===== src/rtl/tm_lif_array.sv =====
// tm_lif_array: time-multiplexed array of leaky integrate-and-fire neurons.
// One neuron (index ptr) is updated per enabled cycle, in round-robin order.
// The update applies a shift-based leak, then saturating integration of the
// input current, then a comparison against a runtime threshold. A neuron
// that fires is silenced for its next REFRAC update slots.
//
// Ports:
//   clk, rst_n  - clock, asynchronous active-low reset
//   en          - update neuron ptr this cycle and advance ptr
//   current     - input current for neuron ptr (CUR_W bits)
//   threshold   - shared firing threshold (W bits), sampled on each update
//   ptr         - neuron index for the next enabled update (registered)
//   spike       - one-hot spike pulse, one cycle after the firing update
//   frame_done  - pulse one cycle after the update of neuron N_NEURONS-1
//   rd_idx      - membrane readback select
//   rd_state    - membrane value of neuron rd_idx, one cycle latency
module tm_lif_array #(
  parameter int unsigned N_NEURONS  = 8,
  parameter int unsigned W          = 8,
  parameter int unsigned CUR_W      = 8,
  parameter int unsigned LEAK_SHIFT = 3,
  parameter int unsigned REFRAC     = 2
) (
  input  logic                         clk,
  input  logic                         rst_n,
  input  logic                         en,
  input  logic [CUR_W-1:0]             current,
  input  logic [W-1:0]                 threshold,
  output logic [$clog2(N_NEURONS)-1:0] ptr,
  output logic [N_NEURONS-1:0]         spike,
  output logic                         frame_done,
  input  logic [$clog2(N_NEURONS)-1:0] rd_idx,
  output logic [W-1:0]                 rd_state
);

  localparam int unsigned PTR_W  = $clog2(N_NEURONS);
  localparam int unsigned REFR_W = (REFRAC > 0) ? $clog2(REFRAC + 1) : 1;

  logic [W-1:0]         r_v [N_NEURONS];
  logic [PTR_W-1:0]     r_ptr;
  logic [N_NEURONS-1:0] r_spike;
  logic                 r_frame_done;
  logic [W-1:0]         r_rd_state;

  logic [W-1:0] w_v_cur;
  logic [W-1:0] w_leaked;
  logic [W:0]   w_sum;
  logic [W-1:0] w_sat;
  logic         w_in_refr;
  logic         w_fire;
  logic         w_last;
  logic [W-1:0] w_rd_val;

  // Leak, saturating integration and threshold compare for neuron ptr.
  always_comb begin
    w_v_cur  = r_v[r_ptr];
    w_leaked = w_v_cur - (w_v_cur >> LEAK_SHIFT);
    w_sum    = {1'b0, w_leaked} + (W+1)'(current);
    w_sat    = w_sum[W] ? {W{1'b1}} : w_sum[W-1:0];
    w_fire   = !w_in_refr && (w_sat >= threshold);
    w_last   = (r_ptr == PTR_W'(N_NEURONS - 1));
  end

  // Readback mux; indices past the last neuron match nothing and read 0.
  always_comb begin
    w_rd_val = '0;
    for (int k = 0; k < N_NEURONS; k++) begin
      if (rd_idx == PTR_W'(k)) w_rd_val = r_v[k];
    end
  end

  // Refractory counters exist only when a refractory period is configured.
  generate
    if (REFRAC > 0) begin : g_refr
      logic [REFR_W-1:0] r_refr [N_NEURONS];

      assign w_in_refr = (r_refr[r_ptr] != '0);

      always_ff @(posedge clk or negedge rst_n) begin
        if (!rst_n) begin
          for (int k = 0; k < N_NEURONS; k++) r_refr[k] <= '0;
        end else if (en) begin
          if (w_in_refr)   r_refr[r_ptr] <= r_refr[r_ptr] - REFR_W'(1);
          else if (w_fire) r_refr[r_ptr] <= REFR_W'(REFRAC);
        end
      end
    end else begin : g_no_refr
      assign w_in_refr = 1'b0;
    end
  endgenerate

  // Membrane state, pointer, strobes and readback register.
  always_ff @(posedge clk or negedge rst_n) begin
    if (!rst_n) begin
      for (int k = 0; k < N_NEURONS; k++) r_v[k] <= '0;
      r_ptr        <= '0;
      r_spike      <= '0;
      r_frame_done <= 1'b0;
      r_rd_state   <= '0;
    end else begin
      r_spike      <= '0;
      r_frame_done <= 1'b0;
      r_rd_state   <= w_rd_val;
      if (en) begin
        r_ptr        <= w_last ? '0 : r_ptr + PTR_W'(1);
        r_frame_done <= w_last;
        // A refractory neuron already holds 0, so it is left untouched.
        if (!w_in_refr) begin
          if (w_fire) begin
            r_v[r_ptr]     <= '0;
            r_spike[r_ptr] <= 1'b1;
          end else begin
            r_v[r_ptr] <= w_sat;
          end
        end
      end
    end
  end

  assign ptr        = r_ptr;
  assign spike      = r_spike;
  assign frame_done = r_frame_done;
  assign rd_state   = r_rd_state;

endmodule


===== config.mk =====
export PLATFORM = sky130hd
export DESIGN_NAME = tm_lif_array
export DESIGN_NICKNAME = d
export VERILOG_FILES = /design/src/rtl/tm_lif_array.sv
export SDC_FILE = /design/constraint.sdc
export NUM_CORES = 1
export LEC_CHECK = 0
export ABC_AREA = 0
export BUFFER_PORTS_ARGS = -buffer_cell sky130_fd_sc_hd__buf_4
export CAP_MARGIN = 0
export CORE_MARGIN = 3
export CORE_UTILIZATION = 53
export CTS_CLUSTER_SIZE = 20
export DETAILED_ROUTE_END_ITERATION = 10
export GPL_TIMING_DRIVEN = 0
export PLACE_DENSITY = 0.74
export SLEW_MARGIN = 40
export SYNTH_ARGS = -nofsm -noshare
export SYNTH_HDL_FRONTEND = slang
export SYNTH_SLANG_ARGS = --single-unit

===== constraint.sdc =====
create_clock -name clk -period 9.09 [get_ports clk]
set_input_delay 0.4545 -clock clk [delete_from_list [all_inputs] [get_ports clk]]
set_output_delay 0.4545 -clock clk [all_outputs]
set_load 0.005 [all_outputs]

==> flow_summary.toml <==
[synth]
yosysSeqAreaShare_pct = 41.8
synth_edf_count = 0
netlist_area_um2 = 5990
ys.flop_type = "dfrtp_1"
synth_warnings = 0
synthCells = 616
syn_nets = 664
synth.avg_cell_area_um2 = 9.73
ys_ff_latch = 100
synth.distinct_cells = 61
async_reset_ff_share_pct = 100

[sta]
slew_headroom_pct = 48.9
timing.final.crit_period_ps = 7890
skew_ps = 8.30
tns_ps = 0
hold_violations = 0
rsz0062_at_grt = "no"
period_share_pct = 86.8
setup-violations-final = 0
slew_viol_final = 0
max_freq_ghz = 0.127
setup_ws_ps = 1200
worst_pin_slew_ps = 764

[drt]
met2WireLength_um = 7720
wl_per_cell_um = 21.2
viasPerCell = 6.52
vias = 5278
ant_nets = 0
drtIter0Drc = 477
drc = 0
top_layer = "met4"
met1_length_um = 7120
drt-total-wl_um = 17200
wl_met3_um = 1730
dr.pass1.iters = 5

[global_route]
track_usage_pct = 27.7
overflow = 0
grt_max_degree = 101
first_global_vias = 5131
grt_first_pass_wirelength_um = 27300
antenna_found_initial = 0

[floorplan]
die_x_um = 112
initial_core_util_pct = 54.8
rows = 38
dieArea_um2 = 12600
core-area_um2 = 10900
boundaryPins = 42
die_h_um = 112

[place]
place_area_um2 = 6480
post-place-ws_ps = 1500
placed_cells = 796
io_buffers = 40
place_hpwl_um = 12300
place_congestion = 0.913

[clocking]
cts_tree = "built"
htreeDepth = 3
cts_resized = 0
clk_path_buf_depth = 2
post_cts_buffers = 0
path_clk_slew_ps = 60
cts_root_buf = "clkbuf_16"
clock_latency_ps = 360
cts_hold_buf = 0
cts_made_buffers = 9
cts.sinks = 100

[setup_path]
worstRegToRegCells = 27
path_buf_inv = 7
required_ps = 9330
end_kind = "flip-flop"
crit_family = "compound AO/OA/AOI/OAI gates"
worstReg2RegEnd = "r_v[4]"
cp.arrival_ps = 8130
rrSetupSlack_ps = 1200
crit_cells = 27
r2r-start = "ptr[2]"
cp_max_fo = 10
slowest_stage = "nor3_2"
critPathKind = "flip-flop to flip-flop"
crit_path_max_incr_delay_ps = 690
crit_path_start_kind = "flip-flop"

[flow_run]
maxCapViolations = 0

[layout]
drive_above_1_share_pct = 15.4
final_common_cell = "dfrtp_1"
stdcell_count = 809
fillers = 999
antenna_cells = 0
final_cell_mix = "100 x dfrtp_1, 99 x nand2_1, 40 x buf_4, 32 x a2bb2oi_1, 30 x nor2_1"
final_nets = 715
stdcell_area_um2 = 6740
synthToLayoutAreaGrowth_pct = 12.5

[run_status]
status = "completed"

[worst_hold_path]
min_path_type = "input port to asynchronous set/reset pin"
[cells in the mapped netlist, types with 6 or more instances]
master     number  area (um^2)
and2_1          7         43.8
o22ai_1        11         68.8
a31oi_1        16          100
o22a_1          9         78.8
ha_1           24          300
xnor2_1         8         70.1
nor2b_1         8         50.1
o31ai_1        24          180
a21o_1          6         45.0
clkbuf_1       24         90.1
a221oi_1       10         87.6
o21ai_0        23          115
mux2_2         12          135
inv_1          27          101
a22o_1          8         70.1
nor2_1         30          113
nand2_1        99          372
o2bb2a_1        8         80.1
a2bb2oi_1      32          280
a22oi_1        12         90.1
dfrtp_1       100         2500
mux2i_1        10          100
a21oi_1        23          115
buf_2          11         55.1
[stage by stage]
step | hold slack (ps) | util [%]
floorplan | 159 | -
global route | 180 | 61.6
detailed placement | 489 | 59.2
global placement | 479 | 59.2
CTS | 162 | 61.5
finish | 127 | 61.6
[kinds of logic (layout without fill, tap and decap cells)]
kind of cell             after synthesis  after routing  synth area share [%]
multiplexers                          31             31                  7.49
flip-flops                           100            100                  41.8
AO/OA/AOI/OAI                        206            206                  25.7
XOR/XNOR                               9              9                  1.32
AND/OR/NAND/NOR                      177            177                  13.3
adder cells (fa/ha/maj)               26             26                  5.68
buffers and inverters                 67            120                  4.74
[flip-flops by register name, indices dropped and copies added, names as in the netlist]
name,flops
r_v,64
ptr,3
rd_state,8
g_refr.r_refr,16
frame_done,1
spike,8
[metal layers]
metal | global-route usage [%] | vias to the layer above
li1 | - | 2395
met1 | 37.8 | 2535
met2 | 42.0 | 294
met3 | 8.52 | 54
met4 | 9.86 | 0
met5 | 0 | -
[worst max path at each step]
stage	startpoint	end
global route	ptr[2]	r_v[33]
CTS	ptr[2]	r_v[33]
global placement	ptr[2]	r_v[4]
detailed placement	ptr[2]	r_v[4]
floorplan	ptr[2]	r_v[33]
finish	ptr[2]	r_v[4]
[area by class of cell]
type	instances	area (um^2)	share of cell area (%)
plain buffers	40	183	2.71
multi-input cells	449	3220	47.7
inverters	27	101	1.50
well taps	140	175	2.60
repair buffers	40	308	4.57
clock inverters	4	28.8	0.427
flip-flops and latches	100	2500	37.1
clock buffers	9	225	3.34
[worst register-to-register path, cell delays in order (launching register included)]
cell and delay [ps]:
dfrtp_1 370, buf_2 220, buf_2 320, buf_2 410, mux2_2 240, a221oi_1 70, o21ai_0 550, ha_1 240
inv_1 60, fa_1 400, a21o_1 180, a21oi_1 220, nor2b_1 70, nor3b_1 240, xnor2_1 100, ha_1 250
a2111o_1 320, a21oi_1 220, nor2_1 220, nor3_2 690, inv_1 110, ha_1 330, a21oi_1 170, o21a_1 140
clkbuf_1 410, clkbuf_1 470, a31oi_1 360, o2bb2a_1 380
Power is not shown: default switching activity piles up to over one toggle a cycle in this logic, so the estimate is an artifact.
